--- src/rtl/abr_masked_mult_pkg.sv ---
// Shared types for the masked-multiplier arbiter: two-share vectors, tag pipeline entries.
package abr_masked_mult_pkg;

    localparam int unsigned ABR_MULT_LAT_DEFAULT = 1;
    localparam int unsigned ABR_MULT_WIDTH       = 8;
    localparam int unsigned ABR_MULT_ID_MAX_W    = 8;

    // Bit-major share layout: v[bit][share]
    typedef logic [ABR_MULT_WIDTH-1:0][1:0] share_vec_t;

    typedef struct packed {
        logic                         valid;
        logic [ABR_MULT_ID_MAX_W-1:0] id;
    } mult_tag_t;

    function automatic logic [ABR_MULT_WIDTH-1:0] share_get(share_vec_t v, logic s);
        logic [ABR_MULT_WIDTH-1:0] r;
        r = '0;
        for (int unsigned i = 0; i < ABR_MULT_WIDTH; i++) r[i] = v[i][s];
        return r;
    endfunction

    function automatic share_vec_t share_pack(logic [ABR_MULT_WIDTH-1:0] s0,
                                              logic [ABR_MULT_WIDTH-1:0] s1);
        share_vec_t v;
        for (int unsigned i = 0; i < ABR_MULT_WIDTH; i++) begin
            v[i][0] = s0[i];
            v[i][1] = s1[i];
        end
        return v;
    endfunction

endpackage

--- src/rtl/abr_masked_mult_arb_if.sv ---
// Requester / multiplier / response bundle of the masked multiplier arbiter.
// req_lock exists only when ABR_MULT_ARB_LOCK_EN is defined.
interface abr_masked_mult_arb_if #(
    parameter int unsigned NREQ       = 2,
    parameter int unsigned WIDTH      = 8,
    parameter int unsigned HALF_WIDTH = WIDTH / 2,
    parameter int unsigned IDW        = $clog2(NREQ)
);
    logic [NREQ-1:0]                  req_valid;
    logic [NREQ-1:0]                  req_ready;
    logic [NREQ-1:0][WIDTH-1:0][1:0]  req_x;
    logic [NREQ-1:0][HALF_WIDTH-1:0]  req_y;
`ifdef ABR_MULT_ARB_LOCK_EN
    logic [NREQ-1:0]                  req_lock;
`endif
    logic [WIDTH-1:0][1:0]            mult_x;
    logic [HALF_WIDTH-1:0]            mult_y;
    logic [WIDTH-1:0][1:0]            mult_z;
    logic [NREQ-1:0]                  rsp_valid;
    logic [IDW-1:0]                   rsp_id;
    logic [WIDTH-1:0][1:0]            rsp_z;
    logic                             busy;

    // Requesters plus the multiplier side
    modport master (
        output req_valid, req_x, req_y, mult_z,
`ifdef ABR_MULT_ARB_LOCK_EN
        output req_lock,
`endif
        input  req_ready, mult_x, mult_y, rsp_valid, rsp_id, rsp_z, busy
    );

    modport slave (
        input  req_valid, req_x, req_y, mult_z,
`ifdef ABR_MULT_ARB_LOCK_EN
        input  req_lock,
`endif
        output req_ready, mult_x, mult_y, rsp_valid, rsp_id, rsp_z, busy
    );
endinterface

--- src/rtl/abr_masked_mult_arb_rr_arb.sv ---
// Round-robin one-hot grant picker; search starts at ptr and wraps at NREQ-1.
module abr_rr_arb #(
    parameter int unsigned NREQ = 2,
    parameter int unsigned IDW  = $clog2(NREQ)
) (
    input  logic [NREQ-1:0] req,
    input  logic [IDW-1:0]  ptr,
    input  logic            advance,
    output logic [NREQ-1:0] grant,
    output logic [IDW-1:0]  grant_idx,
    output logic [IDW-1:0]  ptr_next
);
    logic           found;
    logic [IDW-1:0] cand;

    always_comb begin
        grant     = '0;
        grant_idx = '0;
        found     = 1'b0;
        cand      = '0;
        for (int unsigned i = 0; i < NREQ; i++) begin
            cand = IDW'((32'(ptr) + i) % NREQ);
            if (!found && req[cand]) begin
                found       = 1'b1;
                grant[cand] = 1'b1;
                grant_idx   = cand;
            end
        end
    end

    // Kept apart from the search so advance (derived from grant) forms no loop
    assign ptr_next = !advance                        ? ptr :
                      (grant_idx == IDW'(NREQ - 1))   ? '0  :
                                                        grant_idx + IDW'(1);
endmodule

--- src/rtl/abr_masked_mult_arb.sv ---
// Shares one masked multiplier between NREQ requesters: round-robin issue, tag tracking,
// product return. Optional exclusive burst lock enabled by ABR_MULT_ARB_LOCK_EN.
module abr_masked_mult_arb
    import abr_masked_mult_pkg::*;
#(
    parameter int unsigned NREQ       = 2,
    parameter int unsigned WIDTH      = 8,
    parameter int unsigned HALF_WIDTH = WIDTH / 2,
    parameter int unsigned MULT_LAT   = ABR_MULT_LAT_DEFAULT,
    parameter int unsigned IDW        = $clog2(NREQ)
) (
    input  logic                  clk,
    input  logic                  rst_n,
    input  logic                  zeroize,
    abr_masked_mult_arb_if.slave  bus
);
    logic [NREQ-1:0]        arb_req_c;
    logic [NREQ-1:0]        grant_c;
    logic [IDW-1:0]         grant_idx_c;
    logic [IDW-1:0]         ptr_next_c;
    logic [IDW-1:0]         ptr_q;
    logic                   hs_c;
    logic                   advance_c;
    logic [WIDTH-1:0][1:0]  x_mux_c;
    logic [HALF_WIDTH-1:0]  y_mux_c;
    logic [WIDTH-1:0][1:0]  mult_x_q;
    logic [HALF_WIDTH-1:0]  mult_y_q;
    mult_tag_t [MULT_LAT:0] tag_q;
    logic                   rsp_fire_c;

`ifdef ABR_MULT_ARB_LOCK_EN
    logic           lock_q;
    logic [IDW-1:0] lock_id_q;
    logic           lock_hold_c;
    logic           lock_take_c;

    // A held lock narrows arbitration to its owner while the owner stays valid
    assign lock_hold_c = lock_q && bus.req_valid[lock_id_q];
    assign arb_req_c   = lock_hold_c ? (bus.req_valid & (NREQ'(1) << lock_id_q)) : bus.req_valid;
    assign lock_take_c = hs_c && bus.req_lock[grant_idx_c];
    assign advance_c   = hs_c && !lock_take_c;

    always_ff @(posedge clk or negedge rst_n) begin
        if (!rst_n) begin
            lock_q    <= 1'b0;
            lock_id_q <= '0;
        end else if (zeroize) begin
            lock_q    <= 1'b0;
            lock_id_q <= '0;
        end else if (hs_c) begin
            lock_q    <= lock_take_c;
            lock_id_q <= grant_idx_c;
        end else if (lock_q && !lock_hold_c) begin
            lock_q    <= 1'b0;
        end
    end
`else
    assign arb_req_c = bus.req_valid;
    assign advance_c = hs_c;
`endif

    abr_rr_arb #(.NREQ(NREQ), .IDW(IDW)) u_arb (
        .req       (arb_req_c),
        .ptr       (ptr_q),
        .advance   (advance_c),
        .grant     (grant_c),
        .grant_idx (grant_idx_c),
        .ptr_next  (ptr_next_c)
    );

    assign bus.req_ready = (rst_n && !zeroize) ? grant_c : '0;
    assign hs_c          = |bus.req_ready;

    // One-hot AND-OR select; each share lane stays separate and is zero when idle
    always_comb begin
        x_mux_c = '0;
        y_mux_c = '0;
        for (int unsigned i = 0; i < NREQ; i++) begin
            x_mux_c = x_mux_c | (bus.req_x[i] & {(2*WIDTH){bus.req_ready[i]}});
            y_mux_c = y_mux_c | (bus.req_y[i] & {HALF_WIDTH{bus.req_ready[i]}});
        end
    end

    always_ff @(posedge clk or negedge rst_n) begin
        if (!rst_n) begin
            ptr_q    <= '0;
            mult_x_q <= '0;
            mult_y_q <= '0;
            tag_q    <= '0;
        end else if (zeroize) begin
            ptr_q    <= '0;
            mult_x_q <= '0;
            mult_y_q <= '0;
            tag_q    <= '0;
        end else begin
            ptr_q        <= ptr_next_c;
            mult_x_q     <= x_mux_c;
            mult_y_q     <= y_mux_c;
            tag_q[0].valid <= hs_c;
            tag_q[0].id    <= ABR_MULT_ID_MAX_W'(grant_idx_c);
            for (int unsigned k = 1; k <= MULT_LAT; k++) tag_q[k] <= tag_q[k-1];
        end
    end

    assign bus.mult_x = mult_x_q;
    assign bus.mult_y = mult_y_q;

    // Response decode from the last tag stage; a zeroize cycle drops it
    always_comb begin
        rsp_fire_c    = tag_q[MULT_LAT].valid && !zeroize;
        bus.rsp_valid = '0;
        for (int unsigned i = 0; i < NREQ; i++)
            bus.rsp_valid[i] = rsp_fire_c && (tag_q[MULT_LAT].id == ABR_MULT_ID_MAX_W'(i));
        bus.rsp_id = rsp_fire_c ? IDW'(tag_q[MULT_LAT].id) : '0;
        bus.rsp_z  = rsp_fire_c ? bus.mult_z : '0;
        bus.busy   = 1'b0;
        for (int unsigned k = 0; k <= MULT_LAT; k++) bus.busy = bus.busy | tag_q[k].valid;
    end

endmodule
--- src/flat_wrapper.sv ---
// flat-port wrapper written by rule: the top's interface ports become plain ports
module abr_masked_mult_arb_flat import abr_masked_mult_pkg::*;
#(
    parameter int unsigned NREQ       = 2,
    parameter int unsigned WIDTH      = 8,
    parameter int unsigned HALF_WIDTH = WIDTH / 2,
    parameter int unsigned MULT_LAT   = ABR_MULT_LAT_DEFAULT,
    parameter int unsigned IDW        = $clog2(NREQ)
)
  (clk, rst_n, zeroize, bus_req_valid, bus_req_x, bus_req_y, bus_mult_z, bus_req_ready, bus_mult_x, bus_mult_y, bus_rsp_valid, bus_rsp_id, bus_rsp_z, bus_busy);
  abr_masked_mult_arb_if #(.NREQ(NREQ), .WIDTH(WIDTH), .HALF_WIDTH(HALF_WIDTH), .IDW(IDW)) bus_i ();
  input  logic clk;
  input  logic rst_n;
  input  logic zeroize;
  input wire logic [$bits(bus_i.req_valid)-1:0] bus_req_valid;
  input wire logic [$bits(bus_i.req_x)-1:0] bus_req_x;
  input wire logic [$bits(bus_i.req_y)-1:0] bus_req_y;
  input wire logic [$bits(bus_i.mult_z)-1:0] bus_mult_z;
  output wire logic [$bits(bus_i.req_ready)-1:0] bus_req_ready;
  output wire logic [$bits(bus_i.mult_x)-1:0] bus_mult_x;
  output wire logic [$bits(bus_i.mult_y)-1:0] bus_mult_y;
  output wire logic [$bits(bus_i.rsp_valid)-1:0] bus_rsp_valid;
  output wire logic [$bits(bus_i.rsp_id)-1:0] bus_rsp_id;
  output wire logic [$bits(bus_i.rsp_z)-1:0] bus_rsp_z;
  output wire logic [$bits(bus_i.busy)-1:0] bus_busy;
  assign bus_i.req_valid = bus_req_valid;
  assign bus_i.req_x = bus_req_x;
  assign bus_i.req_y = bus_req_y;
  assign bus_i.mult_z = bus_mult_z;
  assign bus_req_ready = bus_i.req_ready;
  assign bus_mult_x = bus_i.mult_x;
  assign bus_mult_y = bus_i.mult_y;
  assign bus_rsp_valid = bus_i.rsp_valid;
  assign bus_rsp_id = bus_i.rsp_id;
  assign bus_rsp_z = bus_i.rsp_z;
  assign bus_busy = bus_i.busy;
  abr_masked_mult_arb #(.NREQ(NREQ), .WIDTH(WIDTH), .HALF_WIDTH(HALF_WIDTH), .MULT_LAT(MULT_LAT), .IDW(IDW)) u_core (.clk(clk), .rst_n(rst_n), .zeroize(zeroize), .bus(bus_i));
endmodule
--- config.mk ---
export PLATFORM = sky130hd
export DESIGN_NAME = abr_masked_mult_arb_flat
export DESIGN_NICKNAME = d
export VERILOG_FILES = /design/src/rtl/abr_masked_mult_pkg.sv /design/src/rtl/abr_masked_mult_arb_if.sv /design/src/rtl/abr_masked_mult_arb_rr_arb.sv /design/src/rtl/abr_masked_mult_arb.sv /design/src/flat_wrapper.sv
export SDC_FILE = /design/constraint.sdc
export NUM_CORES = 1
export LEC_CHECK = 0
export ABC_AREA = 1
export CAP_MARGIN = 20
export CELL_PAD_IN_SITES_DETAIL_PLACEMENT = 2
export CELL_PAD_IN_SITES_GLOBAL_PLACEMENT = 2
export CORE_AREA = 5 5 97 99
export DETAILED_ROUTE_END_ITERATION = 7
export DIE_AREA = 0 0 102 104
export PLACE_DENSITY_LB_ADDON = 0.1
export SYNTH_ARGS = -nofsm -noshare
export SYNTH_HDL_FRONTEND = slang
export SYNTH_SLANG_ARGS = --single-unit
--- constraint.sdc ---
create_clock -name clk -period 1.3 [get_ports clk]
set_input_delay 0.26 -clock clk [delete_from_list [all_inputs] [get_ports clk]]
set_output_delay 0.26 -clock clk [all_outputs]
set_load 0.02 [all_outputs]
Word level (Yosys, flattened, before mapping) --
Index checks and enable logic that the tools add are counted. W data, S select, Z words.
Operators by class: add/sub/neg operators 2, order comparisons 4, equality and inequality tests 1, mux-type cells 22, bitwise gates (word level) 8, reduce and logical (&&, ||, !) cells 12
Operators with widths (number):
- $and A16 B16 Y16 | 2
- $mux W16 | 2
- $mux W18 | 1
- $or A16 B16 Y16 | 1
- $mux W1 | 13
- $and A4 B4 Y4 | 2
- $eq A8 B1 Y1 const B | 1
- $logic_not A8 Y1 | 1
- $logic_and A1 B1 Y1 | 7
- $mux W2 | 3
- $lt A1 B2 Y1 const B | 2
- $mux W4 | 1
- $or A4 B4 Y4 | 1
- $add A1 B1 Y1 const B | 2
- $demux W1 S1 | 2
- $ge A1 B1 Y1 const B | 2
- $logic_not A1 Y1 | 2
- $or A2 B2 Y2 | 1
- $reduce_bool A2 Y1 | 1
- $reduce_or A2 Y1 | 1
- $or A1 B1 Y1 | 1
Storage, ports and cells: bits in registers 39, input port bits 61, output and inout port bits 42, word-level logic and storage cells 63

Logic depth before layout (Yosys ltp) --
Gate-level depths: netlist (run 1).
depth after elaboration 11, depth in mapped cells 6

Hierarchy --
A second synthesis (run 1) with hierarchy kept.
Second synthesis, totals: cells, all modules 162, area total of the unflattened synthesis 1357.6 um^2
Modules (own cells, without submodules):
- abr_masked_mult_arb | times used 1, cells each 152, area each 1317.5 um^2, sequential area each 625.6 um^2
- abr_rr_arb | times used 1, cells each 10, area each 40.0 um^2, sequential area each 0.0 um^2

Least setup slack after synthesis (run 1) --
Ideal clock, no wire load.
path type flip-flop to output port, start point reg u_core.tag_q[17] (netlist bit), end point out bus_rsp_valid[1], data arrival time 1.211 ns, data required time 1.040 ns, setup slack -0.171 ns, stages on the path, launching flop included 6, buffers on the path 2, cells stage by stage dfrtp_1 inv_1 or2_1 buf_6 nor2_1 buf_4
Between the ends: word-level cells in the longest chain between the ends 2
Ends and longest elaborated chain:
- start, declared | RTL line abr_masked_mult_arb.sv:28 | mult_tag_t [MULT_LAT:0] tag_q;
- $logic_and A1 B1 Y1 | RTL line abr_masked_mult_arb.sv:110 | rsp_fire_c = tag_q[MULT_LAT].valid && !zeroize;
- $logic_and A1 B1 Y1 | RTL line abr_masked_mult_arb.sv:113 | bus.rsp_valid[i] = rsp_fire_c && (tag_q[MULT_LAT].id == ABR_MULT_ID_MAX_W'(i));
- end, declared | RTL line flat_wrapper.sv:22 | output wire logic [$bits(bus_i.rsp_valid)-1:0] bus_rsp_valid;
Every way passes these cells.

Final worst setup path (run 1) --
start point reg u_core.tag_q[17] (netlist bit), end point out bus_rsp_z[6]
Between the ends: word-level cells in the longest chain between the ends 2
Ends and longest elaborated chain:
- $logic_and A1 B1 Y1 | RTL line abr_masked_mult_arb.sv:110
- $mux W16 | RTL line abr_masked_mult_arb.sv:115 | bus.rsp_z = rsp_fire_c ? bus.mult_z : '0;
- end, declared | RTL line flat_wrapper.sv:24 | output wire logic [$bits(bus_i.rsp_z)-1:0] bus_rsp_z;
Every way passes these cells.

==> results of run 1 <==
## what timing repair did
item | 4_1_cts | 5_1_grt
cloned | 1 | 0
endpoints found under the setup margin | 62 | 42
hold endpoints to repair | 0 | 0
pin swaps | 5 | 2
setup buffers | 4 | 0
resized for setup | 188 | 20
## cells in the mapped netlist, drive strengths merged
cell	instances
nand2	28
dfrtp	25
nand4	20
nor2	22
or2	1
inv	25
clkbuf	4
a21oi	1
nand3	21
buf	9
## registers in the layout (all words and copies together), names as in the netlist
signal,count
u_core.bus.mult_x,16
u_core.bus.mult_y,4
u_core.tag_q,4
u_core.ptr_q,1
## worst reg2reg max path, delay by kind of cell, from the launching register on
kind / cells / cell delay (ns)
simple gates: 4 / 0.34
buf+inv: 2 / 0.33
flops: 1 / 0.40
## layout make-up
| cell class | instances | share of cell area (%) |
|---|---|---|
| clock inverter | 1 | 0.1868 |
| antenna | 1 | 0.09341 |
| inverter | 25 | 3.503 |
| tap | 108 | 5.044 |
| timing repair buffer | 121 | 44.28 |
| clock buffer | 3 | 1.541 |
| multi-input combinational | 93 | 22.00 |
| sequential | 25 | 23.35 |
## routing by layer
layer | share of wire [%] | wire length, um | global-route usage, % | up-vias
met1 | 37 | 2120 | 12.12 | 749
met2 | 52 | 2922 | 18.99 | 61
met3 | 11 | 606 | 4.359 | 2
met4 | 0.41 | 23 | 1.687 | 0
li1 | - | - | - | 722
met5 | 0 | 0 | 0 | -
## path summary, 6_finish.rpt
| check | to | depth (start not counted) | slack, ns | startpoint |
|---|---|---|---|---|
| max in group asynchronous | u_core.bus.mult_x[1]$_DFF_PN0_ | 2 | 0.88 | rst_n |
| setup reg to reg | u_core.bus.mult_x[5]$_DFF_PN0_ | 6 | 0.12 | u_core.ptr_q$_DFFE_PN0P_ |
| min in group clk | u_core.tag_q[9]$_DFF_PN0_ | 2 | 0.47 | u_core.tag_q[0]$_DFF_PN0_ |
| setup / recovery | bus_rsp_z[6] | 5 | -0.24 | u_core.tag_q[17]$_DFF_PN0_ |
| hold reg to reg | u_core.tag_q[9]$_DFF_PN0_ | 2 | 0.47 | u_core.tag_q[0]$_DFF_PN0_ |
| hold / removal | u_core.bus.mult_x[8]$_DFF_PN0_ | 2 | 0.15 | rst_n |
## cell families after synthesis
kind of cell,Yosys count,share of synthesized area [%]
AND/OR/NAND/NOR,92,34.80
buffers and inverters,38,13.78
flip-flops,25,51.02
AO/OA/AOI/OAI,1,0.4078
## where the power goes
group          internal (uW)  leakage [uW]  switching (uW)  total, uW
Clock                    215     0.0000255             271        486
Sequential               814      0.000339            10.1        825
Combinational            282      0.000993             264        546
## through the flow
stage	hold WS [ns]	std cells	TNS, ns	utilization [%]	power (uW)
final	0.1504	377	-4.268	31.64	1856
after global routing	0.1994	377	-5.723	31.64	1978
after CTS	0.1619	377	-4.915	30.59	1899
after detailed placement	0.4549	368	-26.27	28.61	1371
after global placement	0.4570	368	-25.04	28.61	1367
after floorplan	-0.03559	156	-0.5080	-	1013
==> flow_metrics.tcl, run 1 <==
set metrics [dict create \
    rsz0062_at_grt "true" \
    synthesis.instances 156 \
    portBuffers 102 \
    vias_per_cell 4.069 \
    worstPathArrival_ns 1.28 \
    peakVddDrop_mv 0.4026 \
    yosys_warnings 0 \
    slowest_delay_ns 0.33 \
    synth_seq_cells 25 \
    final_cell_mix "clkdlybuf4s50_1, nand2_1, dfrtp_1, dlygate4sd2_1, buf_6" \
    finalMaxSlewViolations 0 \
    crit_path_end_kind "output port" \
    antenna_left 0 \
    period_needed_ns 1.543 \
    pre_cts_ws_ns -0.8547 \
    fillerInstances 962 \
    slew_headroom_pct 73.58 \
    cp_slowest_cell "dfrtp_1" \
    grt_antenna_before_repair 1 \
    cts.sinks 25 \
    synth_top_area_share_pct 51.02 \
    drtIter0Drc 14 \
    final_area_mm2 0.002679 \
    worstMarginPinSlew_ns 0.3964 \
    syn_area_per_cell_um2 7.860 \
    crit_chain "inv_1 -> or2_4 -> buf_8 -> nor2_4 -> buf_6" \
    place_congestion 0.6752 \
    pin_count 103 \
    seq_area_um2 625.6 \
    cts-buffers-inserted 3 \
    grt_max_degree 41 \
    yosysSeqAreaShare_pct 51.02 \
    drtPass1Iterations 4 \
    period_share_pct 118.7 \
    cp_max_fo 5 \
    syn-cell-area_mm2 0.001226 \
    startpoint_type "flip-flop" \
    final_hold_viol_count 0 \
    rows 34 \
    p_per_area_mw_per_mm2 693.0 \
    hp-class "in -> async" \
    clock_skew_ns 0.01020 \
    synthTopCellsByArea "dfrtp_1, nand4_1, nand2_1" \
    violations "setup timing" \
    fmax_mhz 648.3 \
    fp.coreArea_mm2 0.008466 \
    multi_input_area_um2 589.3 \
    synthesis.nets 217 \
    die_w_um 102 \
    status "finished, violations left" \
    layout_commonest_cell "clkdlybuf4s50_1" \
    clockRootBuffer "clkbuf_8" \
    cts_tree "yes" \
    drt-total-wl_um 5673 \
    placed_cell_area_mm2 0.002422 \
    grt_overflow 0 \
    clock_path_buffers 2 \
    nNetsFinal 330 \
    grt_first_pass_wirelength_um 9121 \
    worst-setup-path-type "reg -> out" \
    setup_violations 20 \
    vias 1534 \
    crit_family "simple AND/OR/NAND/NOR gates" \
    grt_use_total_pct 10.72 \
    clkTransAtPathRegs_ns 0.10 \
    grt_pass1_vias 1771 \
    clkLatencyLatePin_ns 0.27 \
    netlist-cell-type-count 13 \
    drive_above_1_share_pct 26.87 \
    drc 0 \
    cp_num_buf_inv 3 \
    yosysTopAreaCell "dfrtp_1" \
    fp.dieArea_mm2 0.01061 \
    fin_ws_ns -0.2426 \
    h-tree-depth 1 \
    place_hpwl_um 4374 \
    cts_hold_buf 0 \
    cp_data_required_time_ns 1.04 \
    cap_violations 0 \
    initial_core_util_pct 14.48 \
    static-leakage-power_uw 0.001357 \
    post_drt_wl_per_cell_um 15.05 \
    areaGrowthSynthToFinish_pct 118.5 \
    die_y_um 104 \
]
Note: power is estimated with default switching activity, not from simulation.
==> run 2, diff against run 1 <==
--- a/config.mk
+++ b/config.mk
@@ -9,9 +9,10 @@
 export CAP_MARGIN = 20
 export CELL_PAD_IN_SITES_DETAIL_PLACEMENT = 2
 export CELL_PAD_IN_SITES_GLOBAL_PLACEMENT = 2
-export CORE_AREA = 5 5 97 99
+export CORE_AREA = 2 2 94 96
 export DETAILED_ROUTE_END_ITERATION = 7
-export DIE_AREA = 0 0 102 104
+export DIE_AREA = 0 0 96 98
+export HOLD_SLACK_MARGIN = 0.02
 export PLACE_DENSITY_LB_ADDON = 0.1
 export SYNTH_ARGS = -nofsm -noshare
 export SYNTH_HDL_FRONTEND = slang
==> run 2 against run 1 <==
Against the previous run:
- die area is 11% lower
- hold slack hardly changed
- register-to-register slack is essentially flat
- critical path depth stayed put
- critical endpoint is now bus_rsp_z[4]
- maximum frequency is 0.95% lower
- sequential cell count unchanged
- the run still ends with setup timing left
- setup slack got worse by 0.015 ns
- core utilization decreased by 0.87 points
- clock-buffer cell count stayed put
- global-route usage is 0.96 points higher
==> flow_metrics.tcl, run 2 (synthesis results as in run 1) <==
set metrics [dict create \
    die_y_um 98 \
    period_share_pct 119.8 \
    fin_cells 379 \
    cts-buffers-inserted 3 \
    grt_max_degree 27 \
    fin_ws_ns -0.2574 \
    vias_per_cell 3.989 \
    hp-class "in -> async" \
    clock_path_buffers 2 \
    die_w_um 96 \
    drt-total-wl_um 5377 \
    worstMarginPinSlew_ns 0.3496 \
    setup_violations 21 \
    worstPathArrival_ns 1.30 \
    cap_violations 0 \
    clockRootBuffer "clkbuf_8" \
    reg2regPathDepth 6 \
    diodes 0 \
    grt_pass1_vias 1718 \
    layout_commonest_cell "clkdlybuf4s50_1" \
    clkLatencyLatePin_ns 0.27 \
    cts.sinks 25 \
    dp.cells 367 \
    grt_first_pass_wirelength_um 8618 \
    r2r_start "u_core.ptr_q$_DFFE_PN0P_" \
    cp_max_fo 12 \
    violations "setup timing" \
    seq_area_um2 625.6 \
    slowest_delay_ns 0.35 \
    crit_path_end_kind "output port" \
    peakVddDrop_mv 0.3304 \
    clkTransAtPathRegs_ns 0.10 \
    fp.dieArea_mm2 0.009408 \
    crit_chain "inv_2 -> or2_4 -> buf_12 -> nor2_2 -> buf_6" \
    rows 34 \
    fmax_mhz 642.1 \
    drtIter0Drc 10 \
    reg2reg_slack_ns 0.11 \
    portBuffers 102 \
    grt_use_met1_pct 13.71 \
    cts_tree "yes" \
    finalSetupTns_ns -4.593 \
    vias 1512 \
    worst-setup-path-type "reg -> out" \
    worstReg2RegEnd "u_core.bus.mult_x[12]$_DFF_PN0_" \
    multi_input_area_um2 514.2 \
    utilization_pct 30.77 \
    slew_headroom_pct 76.69 \
    grt_antenna_before_repair 0 \
    h-tree-depth 1 \
    cp_slowest_cell "dfrtp_1" \
    grt_use_total_pct 11.69 \
    drtPass1Iterations 4 \
    drive_above_1_share_pct 26.57 \
    fp.coreArea_mm2 0.008466 \
    status "finished, violations left" \
    nNetsFinal 333 \
    fillerInstances 988 \
    finalMaxSlewViolations 0 \
    static-leakage-power_uw 0.001374 \
    period_needed_ns 1.557 \
    rsz0062_at_grt "true" \
    drc 0 \
    pin_count 103 \
    place_congestion 0.6564 \
    use_met3_pct 3.395 \
    areaGrowthSynthToFinish_pct 112.4 \
    final_cell_mix "clkdlybuf4s50_1, buf_4, nand2_1, dfrtp_1, dlygate4sd2_1" \
    initial_core_util_pct 14.48 \
    grt_overflow 0 \
    use_met2_pct 20.83 \
    startpoint_type "flip-flop" \
    grt.busiest_layer "met2" \
    largest_register_ffs 16 \
    final_hold_viol_count 0 \
    clock_skew_ns 0.006156 \
    p_per_area_mw_per_mm2 710.8 \
    place_hpwl_um 4060 \
    post_drt_wl_per_cell_um 14.19 \
    cp_data_required_time_ns 1.04 \
    antenna_left 0 \
]
run 2: changes by cell type in the layout (fill, tap and decap cells not counted), sizes merged:
cell | before | now
buf | 41 | 43
clkdlybuf4s15 | 1 | 0
dlygate4sd2 | 23 | 24
clkbuf | 3 | 4
diode | 1 | 0
run 2: worst max path at each step:
stage                                from          endpoint  slack, ns
6_report       u_core.tag_q[17]$_DFF_PN0_      bus_rsp_z[4]      -0.26
4_1_cts        u_core.tag_q[17]$_DFF_PN0_      bus_rsp_z[6]      -0.27
3_5_place_dp                      zeroize      bus_rsp_z[4]      -0.92
5_1_grt        u_core.tag_q[17]$_DFF_PN0_  bus_rsp_valid[0]      -0.34
2_1_floorplan  u_core.tag_q[17]$_DFF_PN0_     bus_rsp_z[10]      -0.05
3_3_place_gp                      zeroize      bus_rsp_z[5]      -0.86
run 2: power by group:
group / internal [uW] / switching (uW) / total, uW / leakage, uW
Combinational: 290 / 254 / 543 / 0.00101
Clock: 215 / 268 / 483 / 0.0000255
Sequential: 815 / 11.2 / 826 / 0.000339
run 2: metal layers:
layer,up-vias,share of wire (%)
met4,0,0.65
li1,727,-
met2,60,51
met3,2,8.7
met5,-,0
met1,723,40
run 2: through the flow:
stage / hold WS, ns / total power (uW) / instance area, um^2 / setup WS (ns)
6_report: 0.1504 / 1852 / 2605 / -0.2574
4_1_cts: 0.1660 / 1865 / 2497 / -0.2672
5_1_grt: 0.1783 / 1983 / 2605 / -0.3357
3_3_place_gp: 0.4601 / 1364 / 2415 / -0.8615
3_5_place_dp: 0.4664 / 1367 / 2415 / -0.9184
2_1_floorplan: -0.03559 / 1013 / 1229 / -0.04649
run 2: layout make-up:
type	count	area share [%]
Sequential cell	25	24.02
Clock buffer	3	1.585
Timing Repair Buffer	124	45.68
Tap cell	108	5.187
Multi-Input combinational cell	93	19.74
Inverter	25	3.602
Clock inverter	1	0.1921
run 2: timing repair:
item	CTS	global route
pin swaps	2	5
hold buffers	0	0
gates cloned	0	1
endpoints found under the setup margin	54	39
setup buffers	7	2
resized for setup	157	23
hold endpoints to repair	0	0
run 2: critical path: cells and delay by family (launching register included):
kind / cells / cell delay (ns)
AND/OR/NAND/NOR: 2 / 0.36
buffers and inverters: 3 / 0.33
flip-flops: 1 / 0.35
